## src/rtl/dma_copy_pkg.sv

```systemverilog
// dma_copy_pkg: register map, control bit positions and FSM encoding for dma_copy
package dma_copy_pkg;
   localparam logic [1:0] REG_SRC  = 2'd0;
   localparam logic [1:0] REG_DST  = 2'd1;
   localparam logic [1:0] REG_LEN  = 2'd2;
   localparam logic [1:0] REG_CTRL = 2'd3;
   localparam int CTRL_START = 0;
   localparam int CTRL_BUSY  = 0;
   localparam int CTRL_DONE  = 1;
   typedef enum logic [2:0] {IDLE, RD, RGAP, WR, WGAP} state_t;
endpackage

```

## src/rtl/dma_copy_regs.sv

```systemverilog
// dma_copy_regs: register-port decode, ready flop, SRC/DST/LEN storage and readback mux
module dma_copy_regs
   import dma_copy_pkg::*;
#(
   parameter int ADDR_W = 32,
   parameter int LEN_W  = 16
) (
   input  logic              clk,
   input  logic              resetn,
   input  logic              enable,
   input  logic              mem_valid,
   input  logic [3:0]        mem_wstrb,
   input  logic [31:0]       mem_wdata,
   input  logic [31:0]       mem_addr,
   input  logic              busy,
   input  logic              done,
   input  logic [ADDR_W-1:0] work_src,
   input  logic [ADDR_W-1:0] work_dst,
   input  logic [LEN_W-1:0]  work_cnt,
   output logic              mem_ready,
   output logic [31:0]       mem_rdata,
   output logic [ADDR_W-1:0] src,
   output logic [ADDR_W-1:0] dst,
   output logic [LEN_W-1:0]  len,
   output logic              start
);
   logic [1:0]  sel;
   logic        wr;
   logic [31:0] ctrl;
   logic        unused;
   assign sel    = mem_addr[3:2];
   assign wr     = mem_valid & enable & |mem_wstrb;
   assign start  = wr && sel == REG_CTRL && mem_wdata[CTRL_START];
   assign unused = ^{mem_addr[31:4], mem_addr[1:0]};
   always_ff @(posedge clk) begin
      if (!resetn) begin
         mem_ready <= 1'b0;
         src       <= '0;
         dst       <= '0;
         len       <= '0;
      end else begin
         mem_ready <= mem_valid & enable;
         if (wr && !busy && sel == REG_SRC) src <= {mem_wdata[ADDR_W-1:2], 2'b00};
         if (wr && !busy && sel == REG_DST) dst <= {mem_wdata[ADDR_W-1:2], 2'b00};
         if (wr && !busy && sel == REG_LEN) len <= mem_wdata[LEN_W-1:0];
      end
   end
   // while busy the working counters are shown so software can watch progress
   always_comb begin
      ctrl            = '0;
      ctrl[CTRL_BUSY] = busy;
      ctrl[CTRL_DONE] = done;
      mem_rdata = !enable          ? '0 :
                  sel == REG_SRC   ? 32'(busy ? work_src : src) :
                  sel == REG_DST   ? 32'(busy ? work_dst : dst) :
                  sel == REG_LEN   ? 32'(busy ? work_cnt : len) : ctrl;
   end
endmodule

```

## src/rtl/dma_copy.sv

```systemverilog
// dma_copy: memory-to-memory word copy engine with a register port and a master port
module dma_copy
   import dma_copy_pkg::*;
#(
   parameter int ADDR_W = 32,
   parameter int LEN_W  = 16
) (
   input  logic        clk,
   input  logic        resetn,
   input  logic        enable,
   input  logic        mem_valid,
   output logic        mem_ready,
   input  logic        mem_instr,
   input  logic [3:0]  mem_wstrb,
   input  logic [31:0] mem_wdata,
   input  logic [31:0] mem_addr,
   output logic [31:0] mem_rdata,
   output logic        m_mem_valid,
   input  logic        m_mem_ready,
   output logic        m_mem_instr,
   output logic [3:0]  m_mem_wstrb,
   output logic [31:0] m_mem_wdata,
   output logic [31:0] m_mem_addr,
   input  logic [31:0] m_mem_rdata
);
   state_t            state, next;
   logic [ADDR_W-1:0] reg_src, reg_dst, src, dst;
   logic [LEN_W-1:0]  reg_len, cnt;
   logic [31:0]       data;
   logic              done, busy, start, go, unused;
   assign busy   = state != IDLE;
   assign go     = start && !busy;
   assign unused = mem_instr;
   dma_copy_regs #(.ADDR_W(ADDR_W), .LEN_W(LEN_W)) u_regs (
      .clk(clk), .resetn(resetn), .enable(enable), .mem_valid(mem_valid),
      .mem_wstrb(mem_wstrb), .mem_wdata(mem_wdata), .mem_addr(mem_addr),
      .busy(busy), .done(done), .work_src(src), .work_dst(dst), .work_cnt(cnt),
      .mem_ready(mem_ready), .mem_rdata(mem_rdata),
      .src(reg_src), .dst(reg_dst), .len(reg_len), .start(start)
   );
   always_ff @(posedge clk) begin
      if (!resetn) state <= IDLE;
      else state <= next;
   end
   // the gap states drop valid so a responder's held ready is never mistaken for a new ack
   always_comb begin
      next = state;
      case (state)
         IDLE:    if (go && reg_len != '0) next = RD;
         RD:      if (m_mem_ready) next = RGAP;
         RGAP:    next = WR;
         WR:      if (m_mem_ready) next = WGAP;
         WGAP:    next = cnt != '0 ? RD : IDLE;
         default: next = IDLE;
      endcase
   end
   always_ff @(posedge clk) begin
      if (!resetn) begin
         src  <= '0;
         dst  <= '0;
         cnt  <= '0;
         data <= '0;
         done <= 1'b0;
      end else begin
         if (go) begin
            src  <= reg_src;
            dst  <= reg_dst;
            cnt  <= reg_len;
            done <= reg_len == '0;
         end
         if (state == RD && m_mem_ready) begin
            data <= m_mem_rdata;
            src  <= src + ADDR_W'(4);
         end
         if (state == WR && m_mem_ready) begin
            dst <= dst + ADDR_W'(4);
            cnt <= cnt - LEN_W'(1);
         end
         if (state == WGAP && cnt == '0) done <= 1'b1;
      end
   end
   assign m_mem_valid = state == RD || state == WR;
   assign m_mem_instr = 1'b0;
   assign m_mem_wstrb = state == WR ? 4'hF : 4'h0;
   assign m_mem_addr  = state == RD ? 32'(src) : state == WR ? 32'(dst) : '0;
   assign m_mem_wdata = state == WR ? data : '0;
endmodule
```

## config.mk

```make
export PLATFORM = sky130hd
export DESIGN_NAME = dma_copy
export DESIGN_NICKNAME = d
export VERILOG_FILES = /design/src/rtl/dma_copy_pkg.sv /design/src/rtl/dma_copy_regs.sv /design/src/rtl/dma_copy.sv
export SDC_FILE = /design/constraint.sdc
export NUM_CORES = 1
export LEC_CHECK = 0
export ABC_AREA = 1
export CAP_MARGIN = 5
export CORE_MARGIN = 1.5
export CORE_UTILIZATION = 57
export CTS_CLUSTER_SIZE = 24
export DETAILED_ROUTE_END_ITERATION = 10
export MAX_ROUTING_LAYER = met4
export PLACE_DENSITY = 0.93
export REMOVE_ABC_BUFFERS = 1
export SYNTH_ARGS = -nofsm -noshare
export SYNTH_HDL_FRONTEND = slang
export SYNTH_SLANG_ARGS = --single-unit
```

## constraint.sdc

```tcl
create_clock -name clk -period 2.7 [get_ports clk]
set_input_delay 0.54 -clock clk [delete_from_list [all_inputs] [get_ports clk]]
set_output_delay 0.54 -clock clk [all_outputs]
set_load 0.005 [all_outputs]
```

== Word-level counts from Yosys, hierarchy flattened ==
Cells that the tools add are included.
Storage, ports and cells
  ROM bits: 0
  memory bits (writable): 0
  register bits: 193
  bits of input ports: 106
  output and inout bits: 103
  latch bits: 0
  memories kept: 0
  word-level logic and storage cells: 74
Cells by class
  divide/modulo/power cells: 0
  $add $sub $neg: 3
  reduce and logical (&&, ||, !) cells: 25
  multiplexer cells: 24
  bitwise operators: 2
  shifts and indexed selects: 0
  magnitude comparators: 0
  eq/ne operators: 10
  multipliers: 0
Operators by type and width (number)
  $mux 32: 13
  $add 32x3->32 const B: 2
  $mux 16: 3
  $logic_not 16->1: 2
  $reduce_bool 16->1: 2
  $sub 16x1->16 const B: 1
  $pmux 3 s5: 1
  $logic_and 1x1->1: 11
  $mux 3: 3
  $eq 3x2->1 const B: 2
  $ne 2x2->1 const B: 3
  $reduce_bool 2->1: 3
  $eq 2x2->1 const B: 2
  $mux 4: 1
  $reduce_or 4->1: 1
  $eq 3x1->1 const B: 1
  $eq 3x3->1 const B: 1
  $logic_not 3->1: 1
  $mux 1: 3
  $reduce_and 3->1: 1
  $reduce_bool 3->1: 1
  $and 1x1->1: 2
  $eq 2x1->1 const B: 1
  $logic_not 2->1: 1
  other kinds (2): 2

== Logic depth before layout (Yosys ltp) ==
  depth in word-level cells: 8
  gate-level depth with buffers: 12
  mapped depth without buffers: 11

== Modules after synthesis ==
From an unflattened synthesis, not the netlist that was laid out.
Unflattened totals
  cell total of the unflattened synthesis: 2023
  area, all modules: 11797.6 µm²
By module, submodules not included
  dma_copy: cells an instance 1242, times used 1, seq. area each 2322.2 µm², area each 7307.0 µm²
  dma_copy_regs: cells an instance 781, times used 1, seq. area each 1541.5 µm², area each 4490.6 µm²

== Worst setup path before layout ==
OpenSTA, ideal clock, no wires.
  path kind: in2out
  start: input port mem_addr[3]
  end: output port mem_rdata[28]
  data required time: 2.160 ns
  buffers on the path: 1
  path slack: 0.570 ns
  arrival: 1.590 ns
  stages: 6
  cell sequence: nor2_1 -> clkinv_1 -> clkbuf_1 -> a21oi_1 -> o21ai_0 -> a21oi_1
On the way
  cells in the longest elaborated chain, start to end: 4
  elaborated cells between the ends (all ways): 5
  those cells by class: eq/ne: 1; mux: 3; reduce/logical: 1
Ends and longest elaborated chain
  start, declared: line dma_copy.sv:16  | input logic [31:0] mem_addr,
  $eq 2x1->1: line dma_copy_regs.sv:55  | sel == REG_DST ? 32'(busy ? work_dst : dst) :
  $mux 32: line dma_copy_regs.sv:55
  $mux 32 *: line dma_copy_regs.sv:54  | sel == REG_SRC ? 32'(busy ? work_src : src) :
  $mux 32 *: line dma_copy_regs.sv:53  | mem_rdata = !enable ? '0 :
  end, declared: line dma_copy.sv:17  | output logic [31:0] mem_rdata,
Every way passes the cells marked *; elsewhere a longest branch is shown, timed or not.

== Worst setup path after layout ==
  start: register state[0]
  end: output port mem_rdata[10]
On the way
  cells in the longest elaborated chain, start to end: 6
  elaborated cells between the ends (all ways): 8
  those cells by class: mux: 7; reduce/logical: 1
Ends and longest elaborated chain
  start, declared: line dma_copy.sv:26  | state_t state, next;
  start signal, assigned: line dma_copy.sv:43  | else state <= next;
  $reduce_bool 3->1 *: line dma_copy.sv:31  | assign busy = state != IDLE;
  $mux 16: line dma_copy_regs.sv:56  | sel == REG_LEN ? 32'(busy ? work_cnt : len) : ctrl;
  $mux 32: line dma_copy_regs.sv:56
  $mux 32: line dma_copy_regs.sv:55
  $mux 32 *: line dma_copy_regs.sv:54
  $mux 32 *: line dma_copy_regs.sv:53
Marks and branches as above.

==> impl_metrics.json <==
{
  "drt_iter0_markers": 2100,
  "yosysTopAreaCellShare_pct": 34.5,
  "crit_chain": "nor2_4, nand2_8, clkbuf_16, a21oi_1, o21ai_1, o21ai_0, o21ai_1, inv_1, clkdlybuf4s50_1",
  "layout_min_cycle_time_ns": 2.88,
  "detail_route.wirelength_um": 43900,
  "antenna_found_initial": 1,
  "cp_slowest_stage_delay_ns": 0.49,
  "synth_common_cells": "nand2_1, o21ai_0, a21oi_1, inv_1, dfxtp_1",
  "grt_pass1_wl_um": 61900,
  "drtPass1Iterations": 6,
  "post_dp_cell_area_um2": 13200,
  "finalHoldViolCount": 0,
  "fin_crit_sh_pct": 107,
  "finClkSkew_ns": 0.0117,
  "crit_arrival_ns": 2.34,
  "drv_slew": 0,
  "place_congestion": 1.02,
  "synth_area_leader_cell": "dfxtp_1",
  "htree_levels": 4,
  "rsz0062_at_grt": "yes",
  "vias": 14000,
  "leakage_nw": 5.80,
  "relSlewSlack_pct": 42.1,
  "syn_area_um2": 11000,
  "grt_pass1_vias": 12000,
  "fp.dieH_um": 142,
  "grt-ovfl-total": 0,
  "worst_hold_path_type": "flop to flop",
  "ys_seq_elements": 189,
  "r2r_start": "state[2]",
  "cts_buffers": 17,
  "post-dp-hpwl_um": 28800,
  "worstHoldStart": "data[5]",
  "postSynthCellCount": 1785,
  "areaGrowthSynthToFinish_pct": 32.9,
  "path_class": "flop to output port",
  "synthArstFlopShare_pct": 0,
  "crit_top_cell": "o21ai_1",
  "holdWs_ns": 0.453,
  "synth_cell_types": 34,
  "synth_ff_type": "dfxtp_1",
  "ir_drop_uv": 489,
  "syn_area_per_cell_um2": 6.14,
  "clock_sinks": 189,
  "drc": 0,
  "io_buffers": 174,
  "p_total_mw": 7.65,
  "ctsHoldBuffers": 0,
  "path_max_fanout": 10,
  "worst_pin_slew_ns": 0.866,
  "yosysWarningCount": 0,
  "reg2reg_depth": 13,
  "synth_edf_count": 0,
  "dp_cells": 2155,
  "start_util_pct": 58.4,
  "final_area_um2": 14600,
  "num-nets-final": 2082,
  "die_area_um2": 20100,
  "clockBufferDepth": 2,
  "core_um2": 18800,
  "powerDensity_nw_per_um2": 525,
  "post_drt_wl_per_cell_um": 19.8,
  "holdPathStages": 2,
  "synthTopCellsByArea": "dfxtp_1, o21ai_0, a21oi_1",
  "slowest_stage": "clkdlybuf4s50_1",
  "stdcell_count": 2220,
  "violations": "negative setup slack",
  "tritoncts": "done",
  "cp.required_ns": 2.16,
  "num_rows": 50,
  "r2r_slack_ns": 0.26,
  "synth.most_common_cell": "nand2_1",
  "timing.fmax_ghz": 0.347,
  "cp-start-kind": "flop",
  "end_kind": "output port",
  "status": "finished with violations",
  "layout-drive-gt1-share_pct": 9.97,
  "timing.critical_path.buf_inv": 3,
  "via_per_inst": 6.29,
  "grtUsageTotal_pct": 40.6,
  "io_pins": 209,
  "worst_skew_pair.late_latency_ns": 0.45,
  "cts_root_buf": "clkbuf_16",
  "min_to": "data[5]",
  "setup_viol": 11,
  "regToRegEndpoint": "dst[23]",
  "grt_max_degree": 67,
  "fin_ws_ns": -0.182,
  "crit_family": "buffers and inverters",
  "clkTransAtPathRegs_ns": 0.07,
  "maxCapViolCount": 0,
  "fin_util_pct": 77.6,
  "synth-seq-area-share_pct": 34.5,
  "antenna_left": 0,
  "die_w_um": 142
}
==> layer usage <==
| metal | part of all wire [%] | GRT usage, % |
|---|---|---|
| met1 | 36 | 50.7 |
| met2 | 43 | 62.1 |
| met5 | 0 | - |
| met3 | 14 | 9.21 |
| met4 | 6.0 | 19.5 |
==> placed cells by master, fill, tap and decap left out, types with 6 or more instances in the layout <==
cell / n
clkbuf_16: 24
a31oi_1: 9
buf_12: 13
o21ai_1: 22
o22ai_2: 10
inv_1: 230
nand2_1: 332
buf_4: 72
clkdlybuf4s50_1: 114
nor3_1: 7
a21oi_1: 247
nor2_1: 172
o22ai_1: 15
inv_2: 6
dlygate4sd2_1: 19
nand4_1: 18
o211ai_1: 13
dlymetal6s2s_1: 34
nand3_1: 112
dfxtp_1: 187
a21oi_2: 8
o21ai_0: 237
==> flip-flops by register name (all words and copies together) (netlist names) <==
| register | cells |
|---|---|
| src | 30 |
| u_regs.src | 30 |
| data | 32 |
| u_regs.len | 16 |
| u_regs.mem_ready | 1 |
| u_regs.dst | 30 |
| done | 1 |
| cnt | 16 |
| state | 3 |
| dst | 30 |
==> how the worst max path moves through the flow <==
stage,start,end,depth (start not counted)
floorplan,state[1],mem_rdata[8],6
global placement,mem_addr[3],mem_rdata[23],8
detailed placement,mem_addr[3],mem_rdata[30],9
CTS,state[0],mem_rdata[10],8
global route,state[0],mem_rdata[10],8
finish,state[0],mem_rdata[10],9
==> cell type report <==
| class | count | area, um2 |
|---|---|---|
| well taps | 234 | 293 |
| clock inverters | 11 | 111 |
| diodes | 1 | 2.50 |
| multi-input cells | 1252 | 6100 |
| inverters | 241 | 916 |
| repair buffers | 272 | 2890 |
| clock buffers | 20 | 467 |
| flip-flops and latches | 189 | 3790 |
| fillers | 1439 | 4200 |
==> through the flow <==
stage	setup WS [ns]	setup TNS, ns
3_5_place_dp	-0.406	-9.71
2_1_floorplan	-1.83	-212.91
4_1_cts	-0.199	-1.24
6_report	-0.182	-1.21
5_1_grt	-0.226	-1.93
3_3_place_gp	-0.367	-8.47
==> power by group <==
group / switching, mW / internal [mW] / total, mW
registers: 0.0915 / 2.92 / 3.01
clock network: 1.18 / 1.35 / 2.53
logic: 1.23 / 0.879 / 2.11
total: 2.50 / 5.15 / 7.65
==> repair_timing <==
item	in CTS	in global routing
gates resized for setup	81	87
gates cloned	2	8
buffers inserted	4	19
pin swaps	15	15
setup endpoints to repair	63	55
==> cells by family after synthesis <==
group           count (synthesis)  synth area share, %
simple gates                  663                 25.1
other cells                     1               0.0342
compound gates                580                 27.4
buf+inv                       347                 12.5
xor+xnor                        2                0.160
flops                         189                 34.5
fa+ha+maj                       3                0.342
==> worst min-delay path, cell delays in order, from the launching register on <==
cell and delay [ns]:
dfxtp_1 0.30, inv_1 0.06, a21oi_1 0.05
Note: power is estimated with default switching activity, not from simulation.
